## config.mk

```make
export PLATFORM = sky130hd
export DESIGN_NAME = pc_fetch_flat
export DESIGN_NICKNAME = d
export VERILOG_FILES = /design/src/rtl/pc_fetch_if.sv /design/src/rtl/pc_fetch.sv /design/src/flat_wrapper.sv
export SDC_FILE = /design/constraint.sdc
export NUM_CORES = 1
export LEC_CHECK = 0
export BUFFER_PORTS_ARGS = -buffer_cell sky130_fd_sc_hd__clkbuf_2
export CAP_MARGIN = 20
export CORE_MARGIN = 3
export CORE_UTILIZATION = 25
export DETAILED_ROUTE_END_ITERATION = 7
export HOLD_SLACK_MARGIN = 0.08
export PLACE_DENSITY = 0.45
export SYNTH_ARGS = -nofsm -noshare
export SYNTH_HDL_FRONTEND = slang
export SYNTH_SLANG_ARGS = --single-unit
```

## constraint.sdc

```tcl
create_clock -name clk -period 2.76 [get_ports clk]
set_clock_uncertainty 0.2 [all_clocks]
set_input_delay 0.276 -clock clk [delete_from_list [all_inputs] [get_ports clk]]
set_output_delay 0.276 -clock clk [all_outputs]
set_load 0.03 [all_outputs]
```

## src/rtl/pc_fetch_if.sv

```systemverilog
// ============================================================================
//  Module      : pc_fetch_if
//  Description : Fetch-stage bundle: instruction-memory handshake, decode-side
//                instruction/PC outputs, and retire/branch inputs from the core.
//  Revision    : 1.0 - initial release
// ============================================================================
`default_nettype none

interface pc_fetch_if #(
    parameter int XLEN  = 32,
    parameter int CNT_W = 32
);
    logic              ImemReq;
    logic [XLEN-1:0]   ImemAddr;
    logic              ImemAck;
    logic [31:0]       ImemRData;
    logic [31:0]       Instr;
    logic              InstrValid;
    logic [XLEN-1:0]   PC;
    logic [XLEN-1:0]   PCPlus4;
    logic              Retire;
    logic              PCSrc;
    logic [XLEN-1:0]   ImmExt;
    logic              Misaligned;
    logic [CNT_W-1:0]  RetireCount;

    modport master (
        output ImemReq, ImemAddr, Instr, InstrValid, PC, PCPlus4, Misaligned, RetireCount,
        input  ImemAck, ImemRData, Retire, PCSrc, ImmExt
    );

    modport slave (
        input  ImemReq, ImemAddr, Instr, InstrValid, PC, PCPlus4, Misaligned, RetireCount,
        output ImemAck, ImemRData, Retire, PCSrc, ImmExt
    );
endinterface

`default_nettype wire

```

## src/rtl/pc_fetch.sv

```systemverilog
// ============================================================================
//  Module      : pc_fetch
//  Description : Program counter and instruction fetch for the single-cycle core.
//  Revision    : 1.0 - initial release
// ============================================================================
`default_nettype none

module pc_fetch #(
    parameter int              XLEN     = 32,
    parameter logic [XLEN-1:0] RESET_PC = '0,
    parameter int              CNT_W    = 32
) (
    input  logic        clk,
    input  logic        rst_n,
    pc_fetch_if.master  bus
);

    typedef enum logic [1:0] {
        ST_BOOT  = 2'd0,
        ST_FETCH = 2'd1,
        ST_EXEC  = 2'd2,
        ST_HALT  = 2'd3
    } state_t;

    state_t            r_state;
    state_t            w_state_nxt;
    logic [XLEN-1:0]   r_pc;
    logic [XLEN-1:0]   w_pc_nxt;
    logic [XLEN-1:0]   w_pc_plus4;
    logic [XLEN-1:0]   w_target;
    logic [31:0]       r_instr;
    logic [31:0]       w_instr_nxt;
    logic              r_valid;
    logic              w_valid_nxt;
    logic              r_mis;
    logic              w_mis_nxt;
    logic [CNT_W-1:0]  r_cnt;
    logic [CNT_W-1:0]  w_cnt_nxt;

    assign w_pc_plus4 = r_pc + XLEN'(4);
    assign w_target   = r_pc + bus.ImmExt;

    always_ff @(posedge clk or negedge rst_n) begin
        if (!rst_n) begin
            r_state <= ST_BOOT;
            r_pc    <= RESET_PC;
            r_instr <= '0;
            r_valid <= 1'b0;
            r_mis   <= 1'b0;
            r_cnt   <= '0;
        end else begin
            r_state <= w_state_nxt;
            r_pc    <= w_pc_nxt;
            r_instr <= w_instr_nxt;
            r_valid <= w_valid_nxt;
            r_mis   <= w_mis_nxt;
            r_cnt   <= w_cnt_nxt;
        end
    end

    always_comb begin
        w_state_nxt = r_state;
        w_pc_nxt    = r_pc;
        w_instr_nxt = r_instr;
        w_mis_nxt   = r_mis;
        w_cnt_nxt   = r_cnt;
        case (r_state)
            ST_BOOT: w_state_nxt = ST_FETCH;
            ST_FETCH: begin
                if (bus.ImemAck) begin
                    w_instr_nxt = bus.ImemRData;
                    w_state_nxt = ST_EXEC;
                end
            end
            ST_EXEC: begin
                if (bus.Retire) begin
                    w_cnt_nxt = r_cnt + CNT_W'(1);
                    // A misaligned taken target freezes PC at the offending branch.
                    if (bus.PCSrc && (w_target[1:0] != 2'b00)) begin
                        w_mis_nxt   = 1'b1;
                        w_state_nxt = ST_HALT;
                    end else begin
                        w_pc_nxt    = bus.PCSrc ? w_target : w_pc_plus4;
                        w_state_nxt = ST_FETCH;
                    end
                end
            end
            default: w_state_nxt = ST_HALT;
        endcase
        w_valid_nxt = (w_state_nxt == ST_EXEC);
    end

    assign bus.ImemReq     = (r_state == ST_FETCH);
    assign bus.ImemAddr    = r_pc;
    assign bus.PC          = r_pc;
    assign bus.PCPlus4     = w_pc_plus4;
    assign bus.Instr       = r_instr;
    assign bus.InstrValid  = r_valid;
    assign bus.Misaligned  = r_mis;
    assign bus.RetireCount = r_cnt;

endmodule

`default_nettype wire

```

## src/flat_wrapper.sv

```systemverilog
// flat-port wrapper written by rule: the top's interface ports become plain ports
module pc_fetch_flat 
#(
    parameter int              XLEN     = 32,
    parameter logic [XLEN-1:0] RESET_PC = '0,
    parameter int              CNT_W    = 32
)
  (clk, rst_n, bus_ImemReq, bus_ImemAddr, bus_Instr, bus_InstrValid, bus_PC, bus_PCPlus4, bus_Misaligned, bus_RetireCount, bus_ImemAck, bus_ImemRData, bus_Retire, bus_PCSrc, bus_ImmExt);
  pc_fetch_if #(.XLEN(XLEN), .CNT_W(CNT_W)) bus_i ();
  input  logic clk;
  input  logic rst_n;
  output wire logic [$bits(bus_i.ImemReq)-1:0] bus_ImemReq;
  output wire logic [$bits(bus_i.ImemAddr)-1:0] bus_ImemAddr;
  output wire logic [$bits(bus_i.Instr)-1:0] bus_Instr;
  output wire logic [$bits(bus_i.InstrValid)-1:0] bus_InstrValid;
  output wire logic [$bits(bus_i.PC)-1:0] bus_PC;
  output wire logic [$bits(bus_i.PCPlus4)-1:0] bus_PCPlus4;
  output wire logic [$bits(bus_i.Misaligned)-1:0] bus_Misaligned;
  output wire logic [$bits(bus_i.RetireCount)-1:0] bus_RetireCount;
  input wire logic [$bits(bus_i.ImemAck)-1:0] bus_ImemAck;
  input wire logic [$bits(bus_i.ImemRData)-1:0] bus_ImemRData;
  input wire logic [$bits(bus_i.Retire)-1:0] bus_Retire;
  input wire logic [$bits(bus_i.PCSrc)-1:0] bus_PCSrc;
  input wire logic [$bits(bus_i.ImmExt)-1:0] bus_ImmExt;
  assign bus_ImemReq = bus_i.ImemReq;
  assign bus_ImemAddr = bus_i.ImemAddr;
  assign bus_Instr = bus_i.Instr;
  assign bus_InstrValid = bus_i.InstrValid;
  assign bus_PC = bus_i.PC;
  assign bus_PCPlus4 = bus_i.PCPlus4;
  assign bus_Misaligned = bus_i.Misaligned;
  assign bus_RetireCount = bus_i.RetireCount;
  assign bus_i.ImemAck = bus_ImemAck;
  assign bus_i.ImemRData = bus_ImemRData;
  assign bus_i.Retire = bus_Retire;
  assign bus_i.PCSrc = bus_PCSrc;
  assign bus_i.ImmExt = bus_ImmExt;
  pc_fetch #(.XLEN(XLEN), .RESET_PC(RESET_PC), .CNT_W(CNT_W)) u_core (.clk(clk), .rst_n(rst_n), .bus(bus_i));
endmodule
```

* Word level (Yosys, flattened, before mapping)
Index checks and enable logic that the tools add are counted.
Word-level totals: bits in registers 100, bits of input ports 69, output and inout port bits 163, logic and storage cells 25
Operators by class: add/subtract/negate cells 3, equal/unequal tests 3, muxes and demuxes 5, bitwise logic cells 1, reduce and logical (&&, ||, !) cells 7
Operators with widths (count):
- 32-bit by 1-bit adder with 32-bit output (second input constant) | 1
- 32-bit by 3-bit adder with 32-bit output (second input constant) | 1
- 32-bit adder | 1
- 32-bit 2-to-1 mux | 1
- 2-bit 2-to-1 mux | 3
- 2-bit one-hot mux with 3 select lines | 1
- 3-bit AND reduction | 2
- 2-bit == test (second input constant) | 2
- 2-bit AND reduction | 2
- 2-bit by 1-bit == test with 1-bit output (second input constant) | 1
- 2-bit zero test | 1
- 2-bit nonzero test | 1
- 1-bit logical AND | 1
- 1-bit NOT | 1

* Logic depth before layout (Yosys ltp)
depth in word-level cells 7, gate-level depth with buffers 11, depth with buffers taken out 11

* Least setup slack after synthesis
OpenSTA, ideal clock, no wires.
path kind register -> register, start point register u_core.r_pc[0] (netlist: u_core.bus.ImemAddr[0]), end point register u_core.r_pc[28] (netlist: u_core.bus.ImemAddr[28]), library setup time 80 ps, arrival time 2807 ps, data required time 2480 ps, slack -326 ps, cell stages (with the launch flop) 12, buffers on the path 0, period minus slack after synthesis 3086 ps, cell sequence dfrtp_1 -> ha_1 -> inv_1 -> fa_1 -> nand2b_1 -> a21oi_1 -> o21ai_0 -> o21ai_1 -> a31oi_1 -> a211oi_1 -> mux2i_1 -> a2bb2oi_1
Between the ends: longest elaborated chain between the ends 5, elaborated cells on any way between the ends 7, those cells by class add/sub (2); mux (1); bitwise (1); reduce/logical (3)
RTL lines:
- start: declaration | RTL line pc_fetch.sv:27 | logic [XLEN-1:0] r_pc;
- start signal: assignment | RTL line pc_fetch.sv:53 | r_pc <= w_pc_nxt;
- 32-bit adder | RTL line pc_fetch.sv:41 | assign w_target = r_pc + bus.ImmExt;
- 2-bit nonzero test | RTL line pc_fetch.sv:79 | if (bus.PCSrc && (w_target[1:0] != 2'b00)) begin
- 1-bit logical AND | RTL line pc_fetch.sv:79
- 1-bit NOT (no source line)
- 3-bit AND reduction (no source line)
Several ways; a longest one is shown, not always the timed one. A chain may end at the register's enable or synchronous reset.

* Final worst setup path
start point register u_core.r_pc[3] (netlist: u_core.bus.ImemAddr[3]), end point output port bus_PCPlus4[28]
Between the ends: longest elaborated chain between the ends 1
RTL lines:
- 32-bit by 3-bit adder with 32-bit output | RTL line pc_fetch.sv:40 | assign w_pc_plus4 = r_pc + XLEN'(4);
- end: declaration | RTL line flat_wrapper.sv:17 | output wire logic [$bits(bus_i.PCPlus4)-1:0] bus_PCPlus4;
Every way passes these cells.

==> metrics.txt <==
status=complete, but fails checks; violated checks=setup timing; area grow syn2layout=56.79%; num ports=roughly 230; met2 Track Usage GR=between 20% and 30%; Routability Congestion=between 0.8 and 0.9; synthesized cell area=6830 um2; Antenna Nets Post-Route=0; DR iter-0 viols=roughly 360; Buffers on Ports=231; CP Capture Type=primary output; Final min period=between 2 and 3 ns; WL/cell=17.49 um; Final WS setup=-0.07400 ns; Hold Vio Cnt, Final=0; Cells after Synth=747; dpl cell area=between 9000 and 10,000 um2; core region area=26,430 um2; nature of the critical path startpoint=flip-flop; via count=6,984; first-pass GRT wire length=roughly 38,000 um; most common flop cell mapped by yosys=dfrtp_1; Final Instance Area=about 11,000 um2; initial antenna violation count=0; # diodes=0; drt drc=0; Final #Nets=approximately 1.2k; fin crit share=102.7%; RSZ-0062 raised after global routing=yes; syn_nets=between 800 and 900; WL final=25,500 um; Critical Setup Path Class=reg2out; clk_lat worst skew=0.36 ns; Sink Count=100; clock transition at the registers of the reported paths=~0.090 ns; clock buffer depth=2; maximum capacitance violations=0; grt peak-use layer=met2; final setup vio count=7; CTS Buf Count=9; via-per-instance ratio=4.790; Post-synth EDFFs=0; Slew headroom=roughly two thirds; largest net degree at the start of global routing=39; HP Class=in2reg; register area share after synthesis=36.64%; drt first pass iters=4; hpwl dp=18,960 um; crit path DAT=2.36 ns; Final Hold Slack=approximately 0.19 ns; met3 global-route usage=2.091%; CP required=about 2.3 ns; fmax=about 350 MHz; CTS H-Tree Depth=3; Root Driver=clkbuf_16; Yosys warning total=0; top cells by area, synth=dfrtp_1 37%, xnor2_1 6.2%, ha_1 6.0%; top-count cell post-synth=dfrtp_1; Placement Rows=59; Initial Util=25.85%; Cell variety after synth=64; layout cells sized above 1=48.98%; synthesized flop and latch total=100; met1 Use GR=23.29%; GRT Util Overall=16.68%; PD cells=around 920 nW/um2; top cells by count, synth=100 x dfrtp_1, 56 x nand2_1, 56 x nor2_1, 48 x xnor2_1, 46 x a21oi_1; Worst-Margin Slew=about 0.49 ns; leakage power=roughly 5.1 nW; grt total ovfl=0; share of the synthesized area in the top cell type=36.64%; Chip Height=171.3 um; vias in the first global route=between 6k and 7k; Die ar.=29,340 um2; ys async rst share=100.0%; Die W=171.3 um; Synth area leader=dfrtp_1; syn_area_per_cell=9.144 um2; Final Slew Violations=0; CTS tree=built; CP Max Fanout=3; maximum VDD drop=0.5435 mV
-- routing by layer --
metal  routed length (um)  up-vias
li1                     -     3409
met1                11990     3321
met2                11700      231
met3                 1372       23
met4                  431        0
met5                    0        -
-- final cells by class --
| cell class | count | area [um2] |
|---|---|---|
| clock buffers | 10 | 239.0 |
| clock inverters | 6 | 53.80 |
| fillers | 2655 | 15720 |
| inverters | 19 | 71.32 |
| multi-input cells | 563 | 4523 |
| flip-flops and latches | 100 | 2522 |
| well taps | 335 | 419.2 |
| repair buffers | 425 | 2880 |
-- critical path, stage by stage, from the launching register on --
cell and delay (ns):
dfrtp_2 0.39, buf_6 0.12, ha_4 0.12, nand4_1 0.15, nor2_2 0.20, nand3_4 0.14
or4_4 0.54, xnor2_4 0.20, buf_8 0.15
-- path summary, 6_finish.rpt --
check	startpoint	end	slack (ns)	depth (start not counted)
max in group asynchronous	rst_n	u_core.bus.InstrValid$_DFF_PN0_	1.27	3
worst max register to register	u_core.bus.ImemAddr[3]$_DFFE_PN0P_	u_core.bus.ImemAddr[31]$_DFFE_PN0P_	-0.07	10
worst max-delay path	u_core.bus.ImemAddr[3]$_DFFE_PN0P_	bus_PCPlus4[28]	-0.07	8
worst min register to register	u_core.bus.RetireCount[31]$_DFFE_PN0P_	u_core.bus.RetireCount[31]$_DFFE_PN0P_	0.28	1
worst min-delay path	bus_ImmExt[31]	u_core.bus.ImemAddr[31]$_DFFE_PN0P_	0.19	4
min in group asynchronous	rst_n	u_core.bus.RetireCount[23]$_DFFE_PN0P_	0.21	2
-- where the power goes --
group,switching (mW),internal (mW)
Combinational,3.77,2.60
Clock,0.666,0.656
Sequential,0.299,1.89
-- layout by cell type, fill, tap and decap left out, types with 18 or more instances in the layout --
cell and instances:
dfrtp_1 84, clkbuf_2 210, xor2_1 26, nor2_1 49
buf_4 154, o21ai_0 33, dlygate4sd3_1 36, a21oi_1 38
inv_1 18, xnor2_1 40, nand4_1 26, nand3_1 21
mux2_2 32, nand2_1 52
-- cell families after synthesis --
logic type	synth area share, %
fa+ha+maj	6.338
mux	6.173
simple gates	17.22
xor+xnor	10.00
compound gates	17.09
buf+inv	6.540
flops	36.64
-- per-stage QoR --
step / power (mW) / std cells / setup slack, ns / util [%] / TNS, ns
after global placement: 7.821 / 1363 / -0.1506 / 34.49 / -0.4162
after detailed placement: 7.810 / 1363 / -0.1477 / 34.49 / -0.6242
after CTS: 9.585 / 1438 / -0.2180 / 38.71 / -1.261
after global routing: 10.52 / 1458 / -0.1807 / 40.52 / -1.753
final: 9.880 / 1458 / -0.07400 / 40.52 / -0.3009
after floorplan: 5.994 / 747 / -0.04937 / - / -0.04937
-- repair_timing --
item	CTS	global route
resized for setup	66	88
hold buffers	36	0
pin swaps	23	43
buffers inserted	23	22
setup endpoints to repair	25	35
endpoints found under the hold margin	65	0
-- registers in the layout, summed over array words and instances (netlist names) --
name,cells
u_core.bus.InstrValid,1
u_core.bus.Instr,32
u_core.bus.ImemAddr,32
u_core.r_state,2
u_core.bus.RetireCount,32
u_core.bus.Misaligned,1
No activity file was read; power rests on OpenSTA's default activity.
